--- config.mk ---
export PLATFORM = sky130hd
export DESIGN_NAME = display_arbiter_flat
export DESIGN_NICKNAME = d
export VERILOG_FILES = /design/src/rtl/display_arbiter_pkg.sv /design/src/rtl/display_arbiter_if.sv /design/src/rtl/display_arbiter_cycle_timer.sv /design/src/rtl/display_arbiter.sv /design/src/flat_wrapper.sv
export SDC_FILE = /design/constraint.sdc
export NUM_CORES = 1
export LEC_CHECK = 0
export CAP_MARGIN = 20
export CELL_PAD_IN_SITES_DETAIL_PLACEMENT = 1
export CELL_PAD_IN_SITES_GLOBAL_PLACEMENT = 2
export CORE_MARGIN = 4
export CORE_UTILIZATION = 34
export DETAILED_ROUTE_END_ITERATION = 10
export GPL_ROUTABILITY_DRIVEN = 1
export GPL_TIMING_DRIVEN = 0
export HOLD_SLACK_MARGIN = 0.15
export PLACE_DENSITY = 0.89
export SLEW_MARGIN = 25
export SYNTH_ARGS = -nofsm -noshare
export SYNTH_HDL_FRONTEND = slang
export SYNTH_HIERARCHICAL = 1
export SYNTH_SLANG_ARGS = --single-unit
--- constraint.sdc ---
create_clock -name clk -period 3.4 [get_ports clk]
set_input_delay 0.68 -clock clk [delete_from_list [all_inputs] [get_ports clk]]
set_output_delay 0.68 -clock clk [all_outputs]
set_load 0.05 [all_outputs]
--- src/rtl/display_arbiter_pkg.sv ---
// Shared types and constants for the six-digit display arbiter.
package display_arbiter_pkg;

  localparam int unsigned NUM_DIGITS = 6;
  localparam int unsigned NIBBLE_W   = 4;

  // Six nibbles; digit 5 in the top nibble, digit 0 in the bottom nibble.
  typedef logic [NUM_DIGITS*NIBBLE_W-1:0] digits_t;

  // Display ownership.
  typedef enum logic {
    HOST,
    OVL
  } state_t;

  // Counter width for a cycle count: $clog2 of the count, never below 1 bit.
  function automatic int unsigned cnt_width(input int unsigned v);
    int unsigned w;
    w = int'($clog2(v));
    return (w < 1) ? 1 : w;
  endfunction

endpackage

--- src/rtl/display_arbiter_if.sv ---
// Bundle of the host/overlay request side and the display driver side.
interface display_arbiter_if;
  import display_arbiter_pkg::*;

  // Host PIO side
  digits_t                host_digits;
  logic                   host_valid;

  // Overlay requester side
  digits_t                ovl_digits;
  logic                   ovl_blink;
  logic                   ovl_req;
  logic                   ovl_ack;
  logic                   ovl_active;

  // Display driver side
  digits_t                digits_out;
  logic [NUM_DIGITS-1:0]  digits_blank;

  // Requesters and display drivers.
  modport master (
    output host_digits,
    output host_valid,
    output ovl_digits,
    output ovl_blink,
    output ovl_req,
    input  ovl_ack,
    input  ovl_active,
    input  digits_out,
    input  digits_blank
  );

  // The arbiter itself.
  modport slave (
    input  host_digits,
    input  host_valid,
    input  ovl_digits,
    input  ovl_blink,
    input  ovl_req,
    output ovl_ack,
    output ovl_active,
    output digits_out,
    output digits_blank
  );

endinterface

--- src/rtl/display_arbiter_cycle_timer.sv ---
// Loadable down-counter with a zero flag; stops at zero rather than wrapping.
module cycle_timer #(
  parameter int unsigned WIDTH = 8
) (
  input  logic             clk,
  input  logic             reset,
  input  logic             i_load,
  input  logic [WIDTH-1:0] i_load_val,
  input  logic             i_dec,
  output logic             o_zero
);

  logic [WIDTH-1:0] r_count;

  // Load has priority over decrement; reset clears the count.
  always_ff @(posedge clk) begin
    if (reset) begin
      r_count <= '0;
    end else if (i_load) begin
      r_count <= i_load_val;
    end else if (i_dec && (r_count != '0)) begin
      r_count <= r_count - WIDTH'(1);
    end
  end

  assign o_zero = (r_count == '0);

endmodule

--- src/rtl/display_arbiter.sv ---
// Shares the six 7-segment digit drivers between the host PIO registers and a
// timed, optionally blinking overlay source. The host owns the display by
// default; an overlay request takes it for HOLD_CYCLES and then hands it back.
module display_arbiter
  import display_arbiter_pkg::*;
#(
  parameter int unsigned HOLD_CYCLES = 50_000_000,
  parameter int unsigned BLINK_HALF  = 12_500_000
) (
  input logic               clk,
  input logic               reset,
  display_arbiter_if.slave  io_bus
);

  localparam int unsigned HOLD_W  = cnt_width(HOLD_CYCLES);
  localparam int unsigned BLINK_W = cnt_width(BLINK_HALF);

  // Timers hold "cycles remaining minus one" so zero marks the last cycle.
  localparam logic [HOLD_W-1:0]  HOLD_LOAD  = HOLD_W'(HOLD_CYCLES - 1);
  localparam logic [BLINK_W-1:0] BLINK_LOAD = BLINK_W'(BLINK_HALF - 1);

  // State and shadow registers
  state_t                r_state;
  digits_t               r_host_shadow;
  digits_t               r_ovl_shadow;
  logic                  r_blink_en;
  logic                  r_phase_visible;

  // Registered outputs
  logic                  r_ovl_ack;
  logic                  r_ovl_active;
  digits_t               r_digits_out;
  logic [NUM_DIGITS-1:0] r_digits_blank;

  // Next-state values
  state_t                w_state_d;
  digits_t               w_host_shadow_d;
  digits_t               w_ovl_shadow_d;
  logic                  w_blink_en_d;
  logic                  w_phase_visible_d;
  logic                  w_show_ovl;

  // Timer controls
  logic                  w_hold_load;
  logic                  w_hold_dec;
  logic                  w_hold_zero;
  logic                  w_blink_load;
  logic                  w_blink_dec;
  logic                  w_blink_zero;

  cycle_timer #(
    .WIDTH (HOLD_W)
  ) u_hold_timer (
    .clk        (clk),
    .reset      (reset),
    .i_load     (w_hold_load),
    .i_load_val (HOLD_LOAD),
    .i_dec      (w_hold_dec),
    .o_zero     (w_hold_zero)
  );

  cycle_timer #(
    .WIDTH (BLINK_W)
  ) u_blink_timer (
    .clk        (clk),
    .reset      (reset),
    .i_load     (w_blink_load),
    .i_load_val (BLINK_LOAD),
    .i_dec      (w_blink_dec),
    .o_zero     (w_blink_zero)
  );

  // Next-state decode: a request (new or retrigger) always wins over hand-back.
  always_comb begin
    w_host_shadow_d   = io_bus.host_valid ? io_bus.host_digits : r_host_shadow;
    w_state_d         = r_state;
    w_ovl_shadow_d    = r_ovl_shadow;
    w_blink_en_d      = r_blink_en;
    w_phase_visible_d = r_phase_visible;
    w_hold_load       = 1'b0;
    w_hold_dec        = 1'b0;
    w_blink_load      = 1'b0;
    w_blink_dec       = 1'b0;

    if (io_bus.ovl_req) begin
      w_state_d         = OVL;
      w_ovl_shadow_d    = io_bus.ovl_digits;
      w_blink_en_d      = io_bus.ovl_blink;
      w_phase_visible_d = 1'b1;
      w_hold_load       = 1'b1;
      w_blink_load      = 1'b1;
    end else if (r_state == OVL) begin
      if (w_hold_zero) begin
        w_state_d = HOST;
      end else begin
        w_hold_dec = 1'b1;
      end
      // End of a blink half-period: flip the phase and start the next run.
      if (w_blink_zero) begin
        w_phase_visible_d = ~r_phase_visible;
        w_blink_load      = 1'b1;
      end else begin
        w_blink_dec = 1'b1;
      end
    end
  end

  assign w_show_ovl = (w_state_d == OVL);

  // State, shadows and outputs; outputs are built from next-state values so
  // they line up with the state they describe.
  always_ff @(posedge clk) begin
    if (reset) begin
      r_state         <= HOST;
      r_host_shadow   <= '0;
      r_ovl_shadow    <= '0;
      r_blink_en      <= 1'b0;
      r_phase_visible <= 1'b1;
      r_ovl_ack       <= 1'b0;
      r_ovl_active    <= 1'b0;
      r_digits_out    <= '0;
      r_digits_blank  <= '0;
    end else begin
      r_state         <= w_state_d;
      r_host_shadow   <= w_host_shadow_d;
      r_ovl_shadow    <= w_ovl_shadow_d;
      r_blink_en      <= w_blink_en_d;
      r_phase_visible <= w_phase_visible_d;
      r_ovl_ack       <= io_bus.ovl_req;
      r_ovl_active    <= w_show_ovl;
      r_digits_out    <= w_show_ovl ? w_ovl_shadow_d : w_host_shadow_d;
      r_digits_blank  <= {NUM_DIGITS{w_show_ovl & w_blink_en_d & ~w_phase_visible_d}};
    end
  end

  assign io_bus.ovl_ack      = r_ovl_ack;
  assign io_bus.ovl_active   = r_ovl_active;
  assign io_bus.digits_out   = r_digits_out;
  assign io_bus.digits_blank = r_digits_blank;

endmodule
--- src/flat_wrapper.sv ---
// flat-port wrapper written by rule: the top's interface ports become plain ports
module display_arbiter_flat import display_arbiter_pkg::*;
#(
  parameter int unsigned HOLD_CYCLES = 50_000_000,
  parameter int unsigned BLINK_HALF  = 12_500_000
)
  (clk, reset, io_bus_host_digits, io_bus_host_valid, io_bus_ovl_digits, io_bus_ovl_blink, io_bus_ovl_req, io_bus_ovl_ack, io_bus_ovl_active, io_bus_digits_out, io_bus_digits_blank);
  display_arbiter_if io_bus_i ();
  input logic clk;
  input logic reset;
  input wire logic [$bits(io_bus_i.host_digits)-1:0] io_bus_host_digits;
  input wire logic [$bits(io_bus_i.host_valid)-1:0] io_bus_host_valid;
  input wire logic [$bits(io_bus_i.ovl_digits)-1:0] io_bus_ovl_digits;
  input wire logic [$bits(io_bus_i.ovl_blink)-1:0] io_bus_ovl_blink;
  input wire logic [$bits(io_bus_i.ovl_req)-1:0] io_bus_ovl_req;
  output wire logic [$bits(io_bus_i.ovl_ack)-1:0] io_bus_ovl_ack;
  output wire logic [$bits(io_bus_i.ovl_active)-1:0] io_bus_ovl_active;
  output wire logic [$bits(io_bus_i.digits_out)-1:0] io_bus_digits_out;
  output wire logic [$bits(io_bus_i.digits_blank)-1:0] io_bus_digits_blank;
  assign io_bus_i.host_digits = io_bus_host_digits;
  assign io_bus_i.host_valid = io_bus_host_valid;
  assign io_bus_i.ovl_digits = io_bus_ovl_digits;
  assign io_bus_i.ovl_blink = io_bus_ovl_blink;
  assign io_bus_i.ovl_req = io_bus_ovl_req;
  assign io_bus_ovl_ack = io_bus_i.ovl_ack;
  assign io_bus_ovl_active = io_bus_i.ovl_active;
  assign io_bus_digits_out = io_bus_i.digits_out;
  assign io_bus_digits_blank = io_bus_i.digits_blank;
  display_arbiter #(.HOLD_CYCLES(HOLD_CYCLES), .BLINK_HALF(BLINK_HALF)) u_core (.clk(clk), .reset(reset), .io_bus(io_bus_i));
endmodule
# Word-level counts from Yosys, hierarchy flattened
# Cells that the tools add are included.
# op_classes
add_sub_neg	2
n_mux	22
bitwise_logic	4
reduce_logical	10
# ops
op	n
two-way mux 24 bit	5
two-way mux 26 bit	2
zero test 26 bit	1
nonzero test 26 bit	1
subtractor 26 x 1 -> 26 bit, second input constant	1
zero test 24 bit	1
nonzero test 24 bit	1
subtractor 24 x 1 -> 24 bit, second input constant	1
two-way mux 1 bit	15
nonzero test 2 bit	2
OR reduction 2 bit	2
bitwise AND 1 bit	2
logical AND 1 bit	2
NOT 1 bit	2
# word_totals
register_bits	127
inputBits	53
output_inout_bits	32
word_cells	50

# Logic depth before layout (Yosys ltp)
# depth
ltp_word	7
ltp_mapped	12

# Hierarchy
# The synthesis kept the hierarchy.
# modules_own_cells
mod	instances	cells_each	area_each_um2
display_arbiter	1	237	2710.1
cycle_timer at u_core.u_hold_timer	1	201	1654.1
cycle_timer at u_core.u_blink_timer	1	180	1559.0

# Worst setup path before layout
# No wires, ideal clock.
# synth_path
path_type	register to register
startpoint	reg u_core.u_hold_timer.r_count[0]
endpoint	reg u_core.u_hold_timer.r_count[19]
setup_time_ps	115
arrival_time_ps	2670
setup_slack_ps	616
stages_incl_launch_ff	12
cell_sequence	dfxtp_1 -> inv_1 -> ha_1 -> or4b_1 -> or4_1 -> nor2_1 -> nor2_1 -> and3_1 -> a21boi_1 -> buf_2 -> and3_1 -> a2111oi_0
# synth_via
elab_chain_len	6
elab_cells_between_ends	10
# synth_lines
element	line	source
start, declared	display_arbiter_cycle_timer.sv:13	logic [WIDTH-1:0] r_count;
start signal, assigned	display_arbiter_cycle_timer.sv:20	r_count <= i_load_val;
start signal, assigned	display_arbiter_cycle_timer.sv:22	r_count <= r_count - WIDTH'(1);
zero test 26 bit	display_arbiter_cycle_timer.sv:26	assign o_zero = (r_count == '0);
net u_core.w_hold_zero	display_arbiter.sv:46	logic w_hold_zero;
two-way mux 1 bit	display_arbiter.sv:93	if (w_hold_zero) begin
two-way mux 1 bit	display_arbiter.sv:92	end else if (r_state == OVL) begin
two-way mux 1 bit	display_arbiter.sv:85	if (io_bus.ovl_req) begin
net u_core.w_hold_dec	display_arbiter.sv:45	logic w_hold_dec;
logical AND 1 bit	display_arbiter_cycle_timer.sv:21	end else if (i_dec && (r_count != '0)) begin
nonzero test 2 bit (no source line)	--	
# The timed path passes the listed nets, and every way through them passes these cells. The select of a mux whose other input is x is not followed.
# A chain may end at the register's enable or synchronous reset.

# Worst setup path after layout
# Same ends and word-level chain as after synthesis.

==> flow_summary.toml <==
[finish]
fill_cells = 1942
multiInputGateArea_sq_um = 3230
layout.nets = 823
num_antenna_cells = 0
seqCellArea_sq_um = 2540
finalInstanceArea_sq_um = 7850
drive_above_1_share = 0.114
synthToLayoutAreaGrowth_pct = 32.5

[timing]
setup_viol = 0
tightest_slew_ns = 0.707
drv_slew = 0
skew_ns = 0.00971
tns_ns = 0
max_freq_mhz = 311
min_period_ns = 3.21
post-route-period-util = 0.945
slew_headroom = 0.517
hold_viol_final = 0

[logic_synthesis]
netlist_area_sq_um = 5920
synthFlopType = "dfxtp_1"
synth.largest_area_cell = "dfxtp_1"
yosysSeqAreaShare = 0.429
synth.area.top_cells = "dfxtp_1 43%, mux2i_1 8.4%, nor2_1 6.5%"
ys.warnings.count = 6
synthArstFlopShare = 0
ys_ff_latch = 127
yosys.cell_types.count = 69
synth_top_area_share = 0.429
synth_cells = 618
syn_avg_cell_area_sq_um = 9.58
synth_edf_count = 0

[worst_setup_path]
crit_path_max_incr_delay_ns = 0.55
crit_path_cell_trace = "inv_1 > ha_1 > or4b_4 > or4_1 > nor2_1 > nor2_1 > and3_1 > a21boi_1 > buf_2 > a311oi_1 > a2111oi_2"
critPathTopFamily = "simple AND/OR/NAND/NOR gates"
critPathLaunchType = "flop"
crit_buf_inv = 2
crit_top_cell = "nor2_1"
r2r-start = "u_core/u_hold_timer/r_count[0]"
worstPathRequired_ns = 3.68
cp.arrival_ns = 3.49
slowest_stage = "or4_1"
path_class = "flop to flop"
r2r-end = "u_core/u_hold_timer/r_count[19]"
reg2reg_setup_slack_ns = 0.19
critPathMaxFanout = 10
end_kind = "flop"
ff2ff_path_depth = 11

[clock_network]
cts_tree = "done"
cts_buffer_depth = 2
h-tree-depth = 4
cts_buffers = 17
clkLatencyLatePin_ns = 0.42
hold_buffers = 0
cts.sink_count = 127
root_buffer = "clkbuf_16"
cts.clk_slew.worst_paths_ns = 0.06

[power]
swShare = 0.275
cellPowerDensity_nw_per_um2 = 553
totalPowerFinal_mw = 4.34
clkPwrFrac = 0.452
power.switching_mw = 1.19
p_leak_nw = 3.08
p_int_mw = 3.15
irDropWorstVdd_uv = 347
combPwrFrac = 0.162
sequentialPowerShare = 0.386

[routing]
drtPass1Iterations = 4
finalWirelength_mm = 18.2
route.detailed.drc = 0
vias_per_cell = 5.18
num_vias = 5170
postRouteAntennaNets = 0
wl_per_cell_um = 18.2
drtIter0Drc = 305

[min_path]
min_path_type = "flop to flop"
timing.hold.worst.start = "u_core/r_ovl_shadow[5]"
worstHoldPathCells = 2
hold_end = "u_core/r_ovl_shadow[5]"

[die]
io_pins = 85
die_h_um = 140
start_util = 0.352
die_x_um = 140
dieArea_sq_um = 19600
rows = 47
core_sq_um = 16800

[run]
cap_viol_max_count = 0

[global_route]
grt_max_degree = 17
grt_pass1_wl_mm = 29.6
first_global_vias = 5602
gr-total-overflow = 0
antenna_found_initial = 0
grt_use_total = 0.188

[place]
placed_area_sq_um = 7200
io_buffers = 82
gp_congestion = 0.831
dp_hpwl_mm = 13.0

[outcome]
outcome = "completed"
final cells by class:
cell class                 instances  share of cell area
buffer                            45              0.0339
inverter                          21              0.0100
clock buffer                      19              0.0577
tap                              220              0.0351
clock inverter                    12              0.0233
sequential                       127               0.324
multi-input combinational        473               0.412
timing repair buffer              82               0.105
routing by layer:
metal  up-vias  track usage  routed length [um]
li1       2510            -                   -
met1      2547        0.226                7950
met2        89        0.336                9410
met3        24       0.0382                 517
met4         0       0.0597                 329
met5         -            0                   0
cell families (layout without fill, tap and decap cells):
family                   Yosys count  in the layout  synth area share
XOR/XNOR                          25             25            0.0370
AO/OA/AOI/OAI                    131            131             0.186
other                              2             50           0.00127
flip-flops                       127            127             0.429
adder cells (fa/ha/maj)            3              3           0.00634
multiplexers                      50             50            0.0845
buffers and inverters             66            179            0.0583
AND/OR/NAND/NOR                  214            214             0.198
cell usage after synthesis (all sizes together), types with 2 or more instances:
cell type / instances
o21bai: 5
or3: 13
and4: 10
buf: 24
inv: 20
ha: 3
nor3b: 3
o21ai: 8
dfxtp: 127
nor2b: 6
a2111oi: 15
mux2i: 50
clkbuf: 21
o31ai: 4
or2: 3
xor2: 2
conb: 2
nand3: 3
a211oi: 31
nor2: 102
o2111ai: 2
nor4: 15
a31oi: 2
o31a: 2
nand4: 5
and3: 5
o211ai: 2
xnor2: 23
nand2: 16
or4: 10
a2bb2oi: 24
nor3: 15
nand2b: 2
a21oi: 16
and2: 2
a311oi: 12
through the flow:
stage,hold slack (ns),util,setup slack [ns],std cells
final,0.489,0.467,0.187,999
after global routing,0.524,0.467,-0.0169,999
after CTS,0.495,0.466,0.0610,999
after detailed placement,0.480,0.428,-0.119,968
after global placement,0.470,0.428,-0.111,968
after floorplan,0.456,-,0.616,666
worst max path at each step:
stage                              startpoint                                to  slack, ns  cells after the start
2_1_floorplan  u_core/u_hold_timer/r_count[0]   u_core/u_hold_timer/r_count[19]       0.62                     11
3_3_place_gp                   io_bus_ovl_req  u_core/u_blink_timer/r_count[13]      -0.11                     10
3_5_place_dp                   io_bus_ovl_req  u_core/u_blink_timer/r_count[15]      -0.12                     10
4_1_cts        u_core/u_hold_timer/r_count[0]   u_core/u_hold_timer/r_count[19]       0.06                     11
5_1_grt        u_core/u_hold_timer/r_count[0]   u_core/u_hold_timer/r_count[15]      -0.02                     11
6_report       u_core/u_hold_timer/r_count[0]   u_core/u_hold_timer/r_count[19]       0.19                     11
placed cells by master (no fill, tap or decap), types with 5 or more instances in the layout:
master and instances:
a2111oi_0 8, a2111oi_2 6, a211oi_1 30, a21oi_1 14
a2bb2oi_1 19, a2bb2oi_2 5, a311oi_1 12, and3_1 5
and4_1 10, buf_2 9, buf_4 9, clkbuf_1 21
clkbuf_16 17, clkdlybuf4s50_1 82, conb_1 50, dfxtp_1 127
inv_1 19, mux2i_1 50, nand2_1 16, nor2_1 102
nor2b_1 6, nor3_1 11, nor4_1 10, o21bai_1 5
or3_1 13, or4_1 8, xnor2_1 23
repair_timing:
action / in CTS / in global routing
setup endpoints to repair: 1 / 6
gates cloned: 0 / 0
resized for setup: 1 / 3
pin swaps: 0 / 0
setup buffers: 0 / 0
flip-flops by register name, indices dropped and copies added, names as in the netlist, 24 cells and up:
register and flops:
u_core/u_blink_timer/r_count 24, u_core/r_host_shadow 24, u_core/io_bus.digits_out 24, u_core/u_hold_timer/r_count 26
u_core/r_ovl_shadow 24
power by group through the flow:
stage / Sequential, mW / Clock (mW) / Combinational, mW
after floorplan: 1.79 / 0 / 0.365
after global placement: 1.70 / 0 / 0.671
after detailed placement: 1.71 / 0 / 0.691
after CTS: 1.68 / 1.99 / 0.701
after global routing: 1.69 / 2.07 / 0.765
final: 1.68 / 1.96 / 0.704
tightest hold or removal path, stage by stage, from the launching register on:
cell	delay (ns)
dfxtp_1	0.30
mux2i_1	0.07
nor2_1	0.08
No activity file was read; power rests on OpenSTA's default activity.
